===== config.mk =====
export PLATFORM = sky130hd
export DESIGN_NAME = jt900h_muldiv_flat
export DESIGN_NICKNAME = d
export VERILOG_FILES = /design/src/rtl/jt900h_muldiv_if.sv /design/src/rtl/jt900h_muldiv.sv /design/src/flat_wrapper.sv
export SDC_FILE = /design/constraint.sdc
export NUM_CORES = 1
export LEC_CHECK = 0
export ABC_AREA = 0
export ABC_CLOCK_PERIOD_IN_PS = 6550
export CAP_MARGIN = 5
export CORE_UTILIZATION = 58
export DETAILED_ROUTE_END_ITERATION = 16
export PLACE_DENSITY_LB_ADDON = 0.2
export RECOVER_POWER = 50
export SLEW_MARGIN = 20
export SYNTH_ARGS = -nofsm -noshare
export SYNTH_HDL_FRONTEND = slang
export SYNTH_SLANG_ARGS = --single-unit
export TNS_END_PERCENT = 20

===== constraint.sdc =====
create_clock -name clk -period 6.55 [get_ports clk]
set_input_delay 1.965 -clock clk [delete_from_list [all_inputs] [get_ports clk]]
set_output_delay 1.965 -clock clk [all_outputs]
set_load 0.01 [all_outputs]

===== src/rtl/jt900h_muldiv_if.sv =====
// Start/busy/done handshake bundle between the control unit and the multiply/divide unit.
interface jt900h_muldiv_if #(
    parameter int DW = 16
);
    logic            start;
    logic [1:0]      op;
    logic            byte_op;
    logic [2*DW-1:0] op0;
    logic [DW-1:0]   op1;
    logic            busy;
    logic            done;
    logic [2*DW-1:0] dout;
    logic            v;

    modport master (output start, op, byte_op, op0, op1, input busy, done, dout, v);
    modport slave  (input start, op, byte_op, op0, op1, output busy, done, dout, v);
endinterface


===== src/rtl/jt900h_muldiv.sv =====
// Iterative multiply/divide unit (MUL, MULS, DIV, DIVS at byte or word width) for the TLCS-900H.
// Define JT900H_MULDIV_FAST_EN to resolve MUL/MULS with one combinational W x W multiplier.
module jt900h_muldiv #(
    parameter int DW    = 16,
    parameter int RADIX = 1
) (
    input  logic           clk,
    input  logic           rst,
    input  logic           cen,
    jt900h_muldiv_if.slave mdu
);
    localparam int CW = $clog2(DW + 1);
`ifdef JT900H_MULDIV_FAST_EN
    localparam logic MUL_SKIP = 1'b1;
`else
    localparam logic MUL_SKIP = 1'b0;
`endif

    typedef enum logic [1:0] {IDLE, RUN, FIX} state_t;

    state_t          state_q, state_d;
    logic [CW-1:0]   cnt_q, cnt_d, last;
    logic            done_q, done_d, v_q, v_d;
    logic [2*DW-1:0] dout_q, dout_d;
    logic            load, step, fix;

    logic            div_q, sgn_q, b8_q, neg_q, rneg_q, ovf_q, dz_q, skip_q;
    logic [DW-1:0]   rlo_q;
    logic [2*DW-1:0] a_q, a_d;     // multiplicand shifting left, or divisor magnitude
    logic [DW-1:0]   b_q, b_d;     // multiplier shifting right, or dividend low half becoming quotient
    logic [2*DW-1:0] acc_q, acc_d; // product, or partial remainder

    function automatic logic [DW-1:0] fit_w(input logic [DW-1:0] x, input logic b8);
        return b8 ? (x & DW'(8'hFF)) : x;
    endfunction

    function automatic logic [2*DW-1:0] fit_2w(input logic [2*DW-1:0] x, input logic b8);
        return b8 ? (x & (2*DW)'(16'hFFFF)) : x;
    endfunction

    function automatic logic [DW-1:0] neg_w(input logic [DW-1:0] x, input logic n, input logic b8);
        return fit_w(n ? (~x + DW'(1)) : x, b8);
    endfunction

    function automatic logic [2*DW-1:0] neg_2w(input logic [2*DW-1:0] x, input logic n, input logic b8);
        return fit_2w(n ? (~x + (2*DW)'(1)) : x, b8);
    endfunction

    logic            in_b8, in_sgn, in_div, sa, sb, sd;
    logic [DW-1:0]   ma, mb, dhi, dlo;
    logic [2*DW-1:0] md;

    // Operand magnitudes; the byte dividend low half is left-aligned so quotient bits land in [7:0]
    always_comb begin
        in_b8  = mdu.byte_op;
        in_sgn = mdu.op[0];
        in_div = mdu.op[1];
        sa     = in_sgn & (in_b8 ? mdu.op0[7]  : mdu.op0[DW-1]);
        sb     = in_sgn & (in_b8 ? mdu.op1[7]  : mdu.op1[DW-1]);
        sd     = in_sgn & (in_b8 ? mdu.op0[15] : mdu.op0[2*DW-1]);
        ma     = neg_w(mdu.op0[DW-1:0], sa, in_b8);
        mb     = neg_w(mdu.op1, sb, in_b8);
        md     = neg_2w(mdu.op0, sd, in_b8);
        dhi    = in_b8 ? DW'(md[15:8]) : md[2*DW-1:DW];
        dlo    = in_b8 ? (DW'(md[7:0]) << (DW - 8)) : md[DW-1:0];
    end

    logic [DW:0] rem;

    always_comb begin
        a_d   = a_q;
        b_d   = b_q;
        acc_d = acc_q;
        rem   = '0;
        if (load) begin
            a_d   = in_div ? (2*DW)'(mb) : (2*DW)'(ma);
            b_d   = in_div ? dlo : mb;
            acc_d = in_div ? (2*DW)'(dhi) : '0;
        end else if (step) begin
            for (int r = 0; r < RADIX; r++) begin
                if (div_q) begin
                    rem = {acc_d[DW-1:0], b_d[DW-1]};
                    b_d = b_d << 1;
                    if (rem >= {1'b0, a_d[DW-1:0]}) begin
                        rem    = rem - {1'b0, a_d[DW-1:0]};
                        b_d[0] = 1'b1;
                    end
                    acc_d = (2*DW)'(rem);
                end else begin
                    if (b_d[0]) acc_d = acc_d + a_d;
                    a_d = a_d << 1;
                    b_d = b_d >> 1;
                end
            end
        end
    end

    logic [2*DW-1:0] prod;
    logic [DW-1:0]   qm, rm, q, r;
    logic            qtop, qlowz, sovf;

    // Sign fix-up; a negative quotient may reach -2^(W-1), a positive one only 2^(W-1)-1
    always_comb begin
`ifdef JT900H_MULDIV_FAST_EN
        prod = (2*DW)'(a_q[DW-1:0]) * (2*DW)'(b_q);
`else
        prod = acc_q;
`endif
        qm     = fit_w(b_q, b8_q);
        rm     = fit_w(acc_q[DW-1:0], b8_q);
        q      = neg_w(qm, neg_q, b8_q);
        r      = neg_w(rm, rneg_q, b8_q);
        qtop   = b8_q ? qm[7] : qm[DW-1];
        qlowz  = b8_q ? (qm[6:0] == 7'd0) : (qm[DW-2:0] == '0);
        sovf   = neg_q ? (qtop & ~qlowz) : qtop;
        dout_d = dout_q;
        v_d    = v_q;
        if (fix) begin
            if (!div_q) begin
                dout_d = neg_2w(prod, neg_q, b8_q);
                v_d    = 1'b0;
            end else if (dz_q) begin
                dout_d = b8_q ? (2*DW)'({rlo_q[7:0], 8'hFF}) : {rlo_q, {DW{1'b1}}};
                v_d    = 1'b1;
            end else begin
                dout_d = b8_q ? (2*DW)'({r[7:0], q[7:0]}) : {r, q};
                v_d    = ovf_q | (sgn_q & sovf);
            end
        end
    end

    always_comb begin
        state_d = state_q;
        cnt_d   = cnt_q;
        done_d  = done_q;
        load    = 1'b0;
        step    = 1'b0;
        fix     = 1'b0;
        last    = b8_q ? CW'(8 / RADIX - 1) : CW'(DW / RADIX - 1);
        if (cen) begin
            done_d = 1'b0;
            unique case (state_q)
                IDLE: if (mdu.start && !done_q) begin
                    load    = 1'b1;
                    cnt_d   = '0;
                    state_d = RUN;
                end
                RUN: if (skip_q) begin
                    state_d = FIX;
                end else begin
                    step  = 1'b1;
                    cnt_d = cnt_q + CW'(1);
                    if (cnt_q == last) state_d = FIX;
                end
                FIX: begin
                    fix     = 1'b1;
                    done_d  = 1'b1;
                    state_d = IDLE;
                end
                default: state_d = IDLE;
            endcase
        end
    end

    always_ff @(posedge clk or posedge rst) begin
        if (rst) begin
            state_q <= IDLE;
            cnt_q   <= '0;
            done_q  <= 1'b0;
            dout_q  <= '0;
            v_q     <= 1'b0;
        end else begin
            state_q <= state_d;
            cnt_q   <= cnt_d;
            done_q  <= done_d;
            dout_q  <= dout_d;
            v_q     <= v_d;
        end
    end

    always_ff @(posedge clk) begin
        a_q   <= a_d;
        b_q   <= b_d;
        acc_q <= acc_d;
        if (load) begin
            div_q  <= in_div;
            sgn_q  <= in_sgn;
            b8_q   <= in_b8;
            neg_q  <= in_div ? (sd ^ sb) : (sa ^ sb);
            rneg_q <= sd;
            ovf_q  <= dhi >= mb;
            dz_q   <= mb == '0;
            skip_q <= in_div ? (mb == '0) : MUL_SKIP;
            rlo_q  <= fit_w(mdu.op0[DW-1:0], in_b8);
        end
    end

    assign mdu.busy = (state_q != IDLE) | done_q;
    assign mdu.done = done_q;
    assign mdu.dout = dout_q;
    assign mdu.v    = v_q;
endmodule


===== src/flat_wrapper.sv =====
// flat-port wrapper written by rule: the top's interface ports become plain ports
module jt900h_muldiv_flat 
#(
    parameter int DW    = 16,
    parameter int RADIX = 1
)
  (clk, rst, cen, mdu_start, mdu_op, mdu_byte_op, mdu_op0, mdu_op1, mdu_busy, mdu_done, mdu_dout, mdu_v);
  jt900h_muldiv_if #(.DW(DW)) mdu_i ();
  input  logic clk;
  input  logic rst;
  input  logic cen;
  input wire logic [$bits(mdu_i.start)-1:0] mdu_start;
  input wire logic [$bits(mdu_i.op)-1:0] mdu_op;
  input wire logic [$bits(mdu_i.byte_op)-1:0] mdu_byte_op;
  input wire logic [$bits(mdu_i.op0)-1:0] mdu_op0;
  input wire logic [$bits(mdu_i.op1)-1:0] mdu_op1;
  output wire logic [$bits(mdu_i.busy)-1:0] mdu_busy;
  output wire logic [$bits(mdu_i.done)-1:0] mdu_done;
  output wire logic [$bits(mdu_i.dout)-1:0] mdu_dout;
  output wire logic [$bits(mdu_i.v)-1:0] mdu_v;
  assign mdu_i.start = mdu_start;
  assign mdu_i.op = mdu_op;
  assign mdu_i.byte_op = mdu_byte_op;
  assign mdu_i.op0 = mdu_op0;
  assign mdu_i.op1 = mdu_op1;
  assign mdu_busy = mdu_i.busy;
  assign mdu_done = mdu_i.done;
  assign mdu_dout = mdu_i.dout;
  assign mdu_v = mdu_i.v;
  jt900h_muldiv #(.DW(DW), .RADIX(RADIX)) u_core (.clk(clk), .rst(rst), .cen(cen), .mdu(mdu_i));
endmodule

# --- Yosys cells after proc, flatten, opt, wreduce, memory -nomap -nowiden ---
# Index checks and enable logic that the tools add are counted.
word_totals:
  regBits: 145
  in_bits: 55
  output_inout_bits: 35
  word_cells: 126
classes:
  add_sub_neg: 9
  n_lt_le_gt_ge: 2
  eq_ne: 7
  mux: 60
  bitwise_logic: 16
  reduce_logical: 14
ops:
  columns: ["cell", "count"]
  rows:
  - ["two-way mux 32 bit", 15]
  - ["two-way mux 16 bit", 18]
  - ["adder 16 x 1 -> 16 bit, second input constant", 4]
  - ["adder 32 x 1 -> 32 bit, second input constant", 2]
  - ["NOT 16 bit", 4]
  - ["NOT 32 bit", 2]
  - ["adder 32 bit", 1]
  - ["two-way mux 1 bit", 18]
  - [">= comparator 17 x 16 -> 1 bit", 1]
  - ["two-way mux 17 bit", 1]
  - ["subtractor 17 x 16 -> 17 bit", 1]
  - [">= comparator 16 bit", 1]
  - ["logical NOT 16 bit", 1]
  - ["logical NOT 15 bit", 1]
  - ["two-way mux 5 bit", 2]
  - ["one-hot mux 5 bit (2 select lines)", 1]
  - ["logical NOT 7 bit", 1]
  - ["two-way mux 2 bit", 3]
  - ["nonzero test 2 bit", 3]
  - ["adder 5 x 1 -> 5 bit, second input constant", 1]
  - ["bitwise AND 1 bit", 5]
  - ["equality test 5 bit", 1]
  - ["two-way mux 4 bit", 1]
  - ["!= test 2 x 1 -> 1 bit, second input constant", 2]
  - ["other kinds (15)", 18]

# --- Depth between registers and ports, before layout ---
# Gate-level depths: netlist (run 1).
logic_depth:
  word_depth: 10
  mapped_depth: 18
  mapped_depth_nobuf: 17

# --- Least setup slack after synthesis (run 1) ---
# Ideal clock, no wire load.
synth_timing:
  path_type: "input to register"
  start: "in mdu_start"
  end: "reg u_core.acc_q[0] (enable)"
  setup_time_ns: 0.470
  t_arrival_ns: 6.162
  t_required_ns: 6.080
  slack_ns: -0.082
  path_stages: 3
  path_buffers: 0
  cell_sequence: "a21oi_1 -> nor3b_1 -> a21boi_0"
synth_via:
  elab_chain_len: 6
  elab_cells_between_ends: 7
  cone_classes: "mux: 3; reduce/logical: 4"
synth_lines:
  columns: ["item", "line_no", "source"]
  rows:
  - ["start, declared", "flat_wrapper.sv:12", "input wire logic [$bits(mdu_i.start)-1:0] mdu_start;"]
  - ["logical AND 1 bit (*)", "jt900h_muldiv.sv:143", "IDLE: if (mdu.start && !done_q) begin"]
  - ["two-way mux 1 bit (*)", "jt900h_muldiv.sv:143", null]
  - ["two-way mux 1 bit (*)", "jt900h_muldiv.sv:142", "unique case (state_q)"]
  - ["two-way mux 1 bit (*)", "jt900h_muldiv.sv:140", "if (cen) begin"]
  - ["nonzero test 3 bit (no source line) or nonzero test 2 bit (tied branches)", null, null]
  - ["AND reduction 2 bit (no source line) (*)", null, null]
  - ["end signal, assigned", "jt900h_muldiv.sv:184", "acc_q <= acc_d;"]
  - ["end, declared", "jt900h_muldiv.sv:31", "logic [2*DW-1:0] acc_q, acc_d;"]
# Mark *: on every way between the ends. The rest lies on a longest branch, timed or not.
# A chain may end at the register's enable or synchronous reset.

# --- Final worst setup path (run 1) ---
layout_timing:
  start: "in mdu_op0[0]"
  end: "reg u_core.ovf_q (data pin)"
layout_via:
  elab_chain_len: 6
layout_lines:
  columns: ["item", "line_no", "source"]
  rows:
  - ["start, declared", "flat_wrapper.sv:15", "input wire logic [$bits(mdu_i.op0)-1:0] mdu_op0;"]
  - ["NOT 32 bit", "jt900h_muldiv.sv:46", "return fit_2w(n ? (~x + (2*DW)'(1)) : x, b8);"]
  - ["adder 32 x 1 -> 32 bit", "jt900h_muldiv.sv:46", null]
  - ["two-way mux 32 bit", "jt900h_muldiv.sv:46", null]
  - ["two-way mux 32 bit", "jt900h_muldiv.sv:38", "return b8 ? (x & (2*DW)'(16'hFFFF)) : x;"]
  - ["two-way mux 16 bit", "jt900h_muldiv.sv:64", "dhi = in_b8 ? DW'(md[15:8]) : md[2*DW-1:DW];"]
  - [">= comparator 16 bit", "jt900h_muldiv.sv:191", "ovf_q <= dhi >= mb;"]
  - ["end signal, assigned", "jt900h_muldiv.sv:191", null]
  - ["end, declared", "jt900h_muldiv.sv:27", "logic div_q, sgn_q, b8_q, neg_q, rneg_q, ovf_q, dz_q, skip_q;"]
# Every way passes these cells.

==> flow_summary.yaml, run 1 <==
status:
  status: "complete, but fails checks"
  violations: "capacitance limit, slew limit"
critical_path:
  cp-start-kind: "input pin"
  crit_path_cell_trace: "dlygate4sd3_1 > inv_1 > ha_1 > or4b_1 > or2_2 > o311ai_0 > o21a_1 > o21ai_0 > ha_1 > nand2b_1 > a21o_1 > a21o_1 > a21o_1 > a21o_1 > a21o_1 > a211oi_1 > o41ai_1"
  path_max_fanout: 7
  worst_setup_path_end_kind: "register"
  reg2reg_depth: 6
  r2r_end: "u_core.acc_q[24]$_SDFFCE_PP0P_"
  worstSetupPathType: "input pin to register"
  path_common_cell: "a21o_1"
  r2r_slack_ns: 2.34
  cp_data_arrival_time_ns: 6.23
  worstPathRequired_ns: 6.72
  reg2reg_from: "u_core.state_q[0]$_DFFE_PP0P_"
  slowest_stage: "dlygate4sd3_1"
  slowest_delay_ns: 0.67
yosys:
  synthTopCellsByArea: "edfxtp_1 25%, dfrtp_1 8.1%, ha_1 6.8%"
  async_flop_share_pct: 28.3
  synth_nets: 1624
  yosys_warnings: 0
  syn_inst: 1498
  synth_seq_cells: 145
  syn_area_mm2: 0.0126
  avgSynthCellArea_um2: 8.42
  synth-edff-count: 104
  yosysSeqAreaShare_pct: 32.9
  synth_top_area_share_pct: 24.7
  synth_area_leader_cell: "edfxtp_1"
  synth_ff_type: "edfxtp_1"
  synth_cell_types: 78
pwr:
  p_leak_nw: 5.74
  total_power_mw: 4.98
  ir_drop_uv: 178
  power_density_mw_per_mm2: 350
sta:
  period_share_pct: 92.6
  slew_headroom_pct: -45.4
  setup_viol: 0
  finalMaxSlewViolations: 200
  tns_ns: 0
  fin_crit_ns: 6.06
  finalHoldViolations: 0
  tightest_slew_ns: 2.18
  skew_ns: 0.0131
  max_freq_mhz: 165
  rsz0062_at_grt: "false"
routing:
  drc: 0
  ant_nets: 0
  viasPerCell: 6.45
  dr.pass1.iters: 6
  wl_per_cell_um: 20.8
  drt-total-wl_um: 38000
  drtIter0Drc: 1323
  vias: 11800
min_path:
  hold_path.class: "register to register"
  worstHoldStart: "u_core.mdu.dout[13]$_DFFE_PP0P_"
  hold_end: "u_core.mdu.dout[13]$_DFFE_PP0P_"
  whs_path_depth: 1
finish:
  drive_above_1_share_pct: 5.47
  utilization_pct: 67.2
  syn_to_final_growth_pct: 12.6
  finish.net_count: 1668
  stdcell_area_mm2: 0.0142
clock_tree:
  cts_resized: 0
  cts_sinks: 145
  clkLatencyLatePin_ns: 0.43
  cts_buffers: 17
  clockRootBuffer: "clkbuf_16"
  cts_setup_buffers: 0
  clkTransAtPathRegs_ns: 0.06
  cts_tree: "yes"
  cts_buffer_depth: 2
  htree_levels: 4
  postCtsHoldBufs: 0
grt:
  grt_pass1_vias: 11000
  grt_pass1_wl_um: 59400
  grt_max_degree: 64
  grt_antenna_before_repair: 1
  grt_usage_pct: 34.7
  gr-total-overflow: 0
floorplan:
  dieArea_mm2: 0.0224
  core_mm2: 0.0212
  die_h_um: 150
  die_w_um: 150
  io_pins: 90
  std_cell_rows: 53
  initial_core_util_pct: 59.6
place:
  numPortBuffers: 89
  gp_congestion: 0.993
  dpl_cell_area_mm2: 0.0137
  dp_hpwl_um: 28800
flow_run:
  drv_cap: 4
[worst max-delay path, delay by kind of cell]
kind                     cells  cell delay, ns
AO/OA/AOI/OAI               10            1.90
AND/OR/NAND/NOR              3            1.03
buffers and inverters        2            0.78
adder cells (fa/ha/maj)      2            0.55
[placed cells by master (no fill, tap or decap), types with 41 or more instances in the layout]
cell type,instances
a21oi_1,103
o21ai_0,150
dlygate4sd3_1,44
clkdlybuf4s50_1,43
xor2_1,70
nor2_1,110
xnor2_1,76
dfrtp_1,41
nand2_1,173
inv_1,59
ha_1,69
edfxtp_1,104
[registers in the layout, summed over array words and instances (netlist names), 2 cells and up]
register,flops
u_core.cnt_q,5
u_core.rlo_q,16
u_core.b_q,16
u_core.acc_q,32
u_core.mdu.dout,32
u_core.state_q,2
u_core.a_q,32
[worst max-delay path by stage]
stage / from / cells after the start / end
after floorplan: mdu_start / 3 / u_core.acc_q[0]$_DFFE_PP_
after detailed placement: mdu_op0[0] / 17 / u_core.ovf_q$_DFFE_PP_
final: mdu_op0[0] / 17 / u_core.ovf_q$_DFFE_PP_
after global placement: mdu_op0[0] / 17 / u_core.ovf_q$_DFFE_PP_
after global routing: mdu_op0[0] / 17 / u_core.ovf_q$_DFFE_PP_
after CTS: mdu_op0[0] / 17 / u_core.ovf_q$_DFFE_PP_
[metal layers]
metal	track usage (%)	vias up	share of wire, %
met3	5.09	91	8.4
met1	46.7	5550	42
met2	54.6	597	45
met4	16.8	0	4.4
met5	0	-	0
li1	-	5568	-
[synthesized netlist by cell type (all sizes together), types with 5 or more instances]
library cell / count
nand3: 19
mux2: 7
inv: 60
clkbuf: 72
o31ai: 25
xor2: 70
o221ai: 6
or4: 7
nor4: 12
o21a: 14
o22ai: 19
nand2b: 16
or3: 17
o41ai: 10
xnor2: 76
buf: 15
edfxtp: 104
and4: 5
nor3b: 6
ha: 69
a21o: 39
and3: 9
o21bai: 5
a221oi: 10
o211ai: 15
nor2: 111
a211oi: 14
a22oi: 11
o21ai: 152
a21oi: 104
a31oi: 12
nand4: 11
or2: 13
mux2i: 31
and2: 24
nor2b: 18
nand2: 173
dfrtp: 41
nor3: 24
[report_power, final]
part | internal [mW] | leakage [nW] | switching [mW]
Clock | 0.494 | 0.268 | 0.427
Sequential | 1.33 | 1.49 | 0.271
Combinational | 1.03 | 3.98 | 1.43
Total | 2.85 | 5.74 | 2.13
[kinds of logic after synthesis]
logic type / synth area share, %
muxes: 3.08
DFF: 32.9
AOI/OAI and AO/OA: 23.9
and+or+nand+nor: 18.4
xor gates and xnor gates: 10.1
buffers and inverters: 4.47
adders and majority gates: 7.16
[per-stage QoR]
step / hold WS [ns] / worst slack (ns) / instances
6_report: 0.473 / 0.488 / 1831
2_1_floorplan: 0.477 / 0.657 / 1498
3_3_place_gp: 0.462 / 0.319 / 1798
5_1_grt: 0.494 / 0.338 / 1831
3_5_place_dp: 0.470 / 0.181 / 1798
4_1_cts: 0.485 / 0.600 / 1830
[area by class of cell]
class                      count  area [um^2]
multi-input combinational   1206         7920
clock buffer                  17          425
timing repair buffer         112         1020
antenna                        1         2.50
clock inverter                15          120
tap                          275          344
fill                        1727         6940
sequential                   145         4150
inverter                      60          225
Note: power is estimated with default switching activity, not from simulation.
==> run 2: changes to the inputs <==
- ABC_CLOCK_PERIOD_IN_PS: 6550 -> 5050
- CORE_UTILIZATION: 58 -> 55
- clock period: 6.55 -> 5.05 ns (I/O delays scaled with it)
==> flow_summary.yaml, run 2 (synthesis results as in run 1) <==
sta:
  hold_ws_ns: 0.470
  finalHoldViolations: 0
  finalMaxSlewViolations: 118
  rsz0062_at_grt: "false"
  period_share_pct: 97.1
  fin_crit_ns: 4.90
  tightest_slew_ns: 2.22
  max_freq_mhz: 204
  setup_slack_ns: 0.146
  tns_ns: 0
  skew_ns: 0.00834
  slew_headroom_pct: -48.2
  setup_viol: 0
routing:
  wl_per_cell_um: 20.3
  drc: 0
  drtIter0Drc: 1221
  vias: 12000
  drt-total-wl_um: 38800
  ant_nets: 0
  viasPerCell: 6.28
  dr.pass1.iters: 6
pwr:
  p_leak_nw: 6.10
  p_switching_mw: 2.76
  seq_power_share_pct: 31.1
  power.share.switching_pct: 41.1
  power_density_mw_per_mm2: 452
  ir_drop_uv: 236
  total_power_mw: 6.71
  intPower_mw: 3.95
  clkPwrFrac_pct: 20.4
  p_comb_share_pct: 48.5
clock_tree:
  cts_sinks: 145
  clkTransAtPathRegs_ns: 0.06
  clkLatencyLatePin_ns: 0.43
  htree_levels: 4
  clockRootBuffer: "clkbuf_16"
  cts_buffer_depth: 2
  postCtsHoldBufs: 0
  cts_buffers: 17
  cts_tree: "yes"
status:
  status: "complete, but fails checks"
  violations: "capacitance limit, slew limit"
grt:
  grt_pass1_wl_um: 61800
  grt_use_met3_pct: 4.22
  gr-total-overflow: 0
  grt_max_degree: 64
  grt_usage_pct: 33.6
  grt_util_met2_pct: 53.4
  grt_pass1_vias: 11300
  grt_busiest_layer: "met2"
  grt_antenna_before_repair: 0
  grt_util_met1_pct: 45.1
place:
  dp_cells: 1877
  gp_congestion: 1.02
  place_ws_ns: -0.512
  numPortBuffers: 89
  dpl_cell_area_mm2: 0.0142
  dp_hpwl_um: 30200
finish:
  stdcell_area_mm2: 0.0148
  layout_commonest_cell: "nand2_1"
  utilization_pct: 65.7
  finish.net_count: 1738
  diodes: 0
  final_cell_mix: "173 x nand2_1, 145 x o21ai_0, 111 x nor2_1, 104 x edfxtp_1, 103 x a21oi_1"
  drive_above_1_share_pct: 9.11
  finalNonFillerCells: 1910
  syn_to_final_growth_pct: 17.6
  fillers: 1909
floorplan:
  dieArea_mm2: 0.0236
  initial_core_util_pct: 55.9
  core_mm2: 0.0226
  die_h_um: 153
  die_w_um: 153
  std_cell_rows: 55
  io_pins: 90
critical_path:
  worstPathRequired_ns: 5.22
  path_max_fanout: 5
  worstSetupPathType: "input pin to register"
  cp_data_arrival_time_ns: 5.08
  worst_setup_path_end_kind: "register"
  cp-start-kind: "input pin"
min_path:
  hold_path.class: "register to register"
flow_run:
  drv_cap: 2
## run 2: changes by cell type in the layout (fill, tap and decap cells not counted), moves of 3 or more
cell | before | now
clkbuf_1 | 9 | 21
and2_0 | 8 | 3
buf_4 | 16 | 74
o21ai_0 | 150 | 145
inv_6 | 5 | 1
clkdlybuf4s50_1 | 43 | 49
dlygate4sd3_1 | 44 | 37
and2_1 | 16 | 21
clkbuf_16 | 17 | 20
o21ai_1 | 2 | 6
## run 2: path summary, 6_finish.rpt
check                      cells after the start                               to                             from  slack, ns
setup / recovery                              17           u_core.ovf_q$_DFFE_PP_                       mdu_op0[0]       0.15
hold reg to reg                                2  u_core.mdu.dout[28]$_DFFE_PP0P_  u_core.mdu.dout[28]$_DFFE_PP0P_       0.47
max in group asynchronous                      3  u_core.mdu.dout[13]$_DFFE_PP0P_                              rst       2.29
min in group asynchronous                      2      u_core.cnt_q[0]$_DFFE_PP0P_                              rst       1.62
hold / removal                                 2  u_core.mdu.dout[28]$_DFFE_PP0P_  u_core.mdu.dout[28]$_DFFE_PP0P_       0.47
setup reg to reg                               9        u_core.acc_q[7]$_DFFE_PP_        u_core.acc_q[9]$_DFFE_PP_       1.50
## run 2: worst max-delay path, stage by stage
cell,delay (ns)
clkdlybuf4s50_1,0.42
inv_1,0.07
ha_1,0.16
or4b_4,0.46
or2_4,0.27
o311ai_0,0.32
o21a_1,0.19
o21ai_2,0.07
ha_1,0.26
nand2b_1,0.14
a21o_1,0.18
a21o_1,0.17
a21o_1,0.17
a21o_1,0.17
a21o_1,0.19
a211oi_2,0.21
o41ai_1,0.11
## run 2: metal layers
metal  vias up  share of wire (%)
met2       536                 46
met3       110                7.4
met5         -                  0
met4         0                4.7
li1       5699                  -
met1      5651                 42
## run 2: power groups by stage
stage / clock network (mW) / logic (mW) / registers, mW
final: 1.37 / 3.25 / 2.09
after global routing: 1.41 / 3.57 / 2.12
after CTS: 1.37 / 3.26 / 2.08
after detailed placement: 0 / 3.24 / 2.10
after global placement: 0 / 3.18 / 2.09
after floorplan: 0 / 2.22 / 1.99
## run 2: final cells by class
class	count	area (um^2)	share of cell area, %
well taps	285	357	2.40
repair buffers	182	1510	10.2
flip-flops and latches	145	4150	28.0
clock buffers	23	526	3.54
multi-input cells	1206	7960	53.6
inverters	60	225	1.52
clock inverters	9	115	0.776
## run 2: what timing repair did
action                                 CTS  global route
pin swaps                                0             2
endpoints found under the hold margin    0             0
setup endpoints to repair                1             1
resized for setup                        2            11
buffers inserted                         0             1
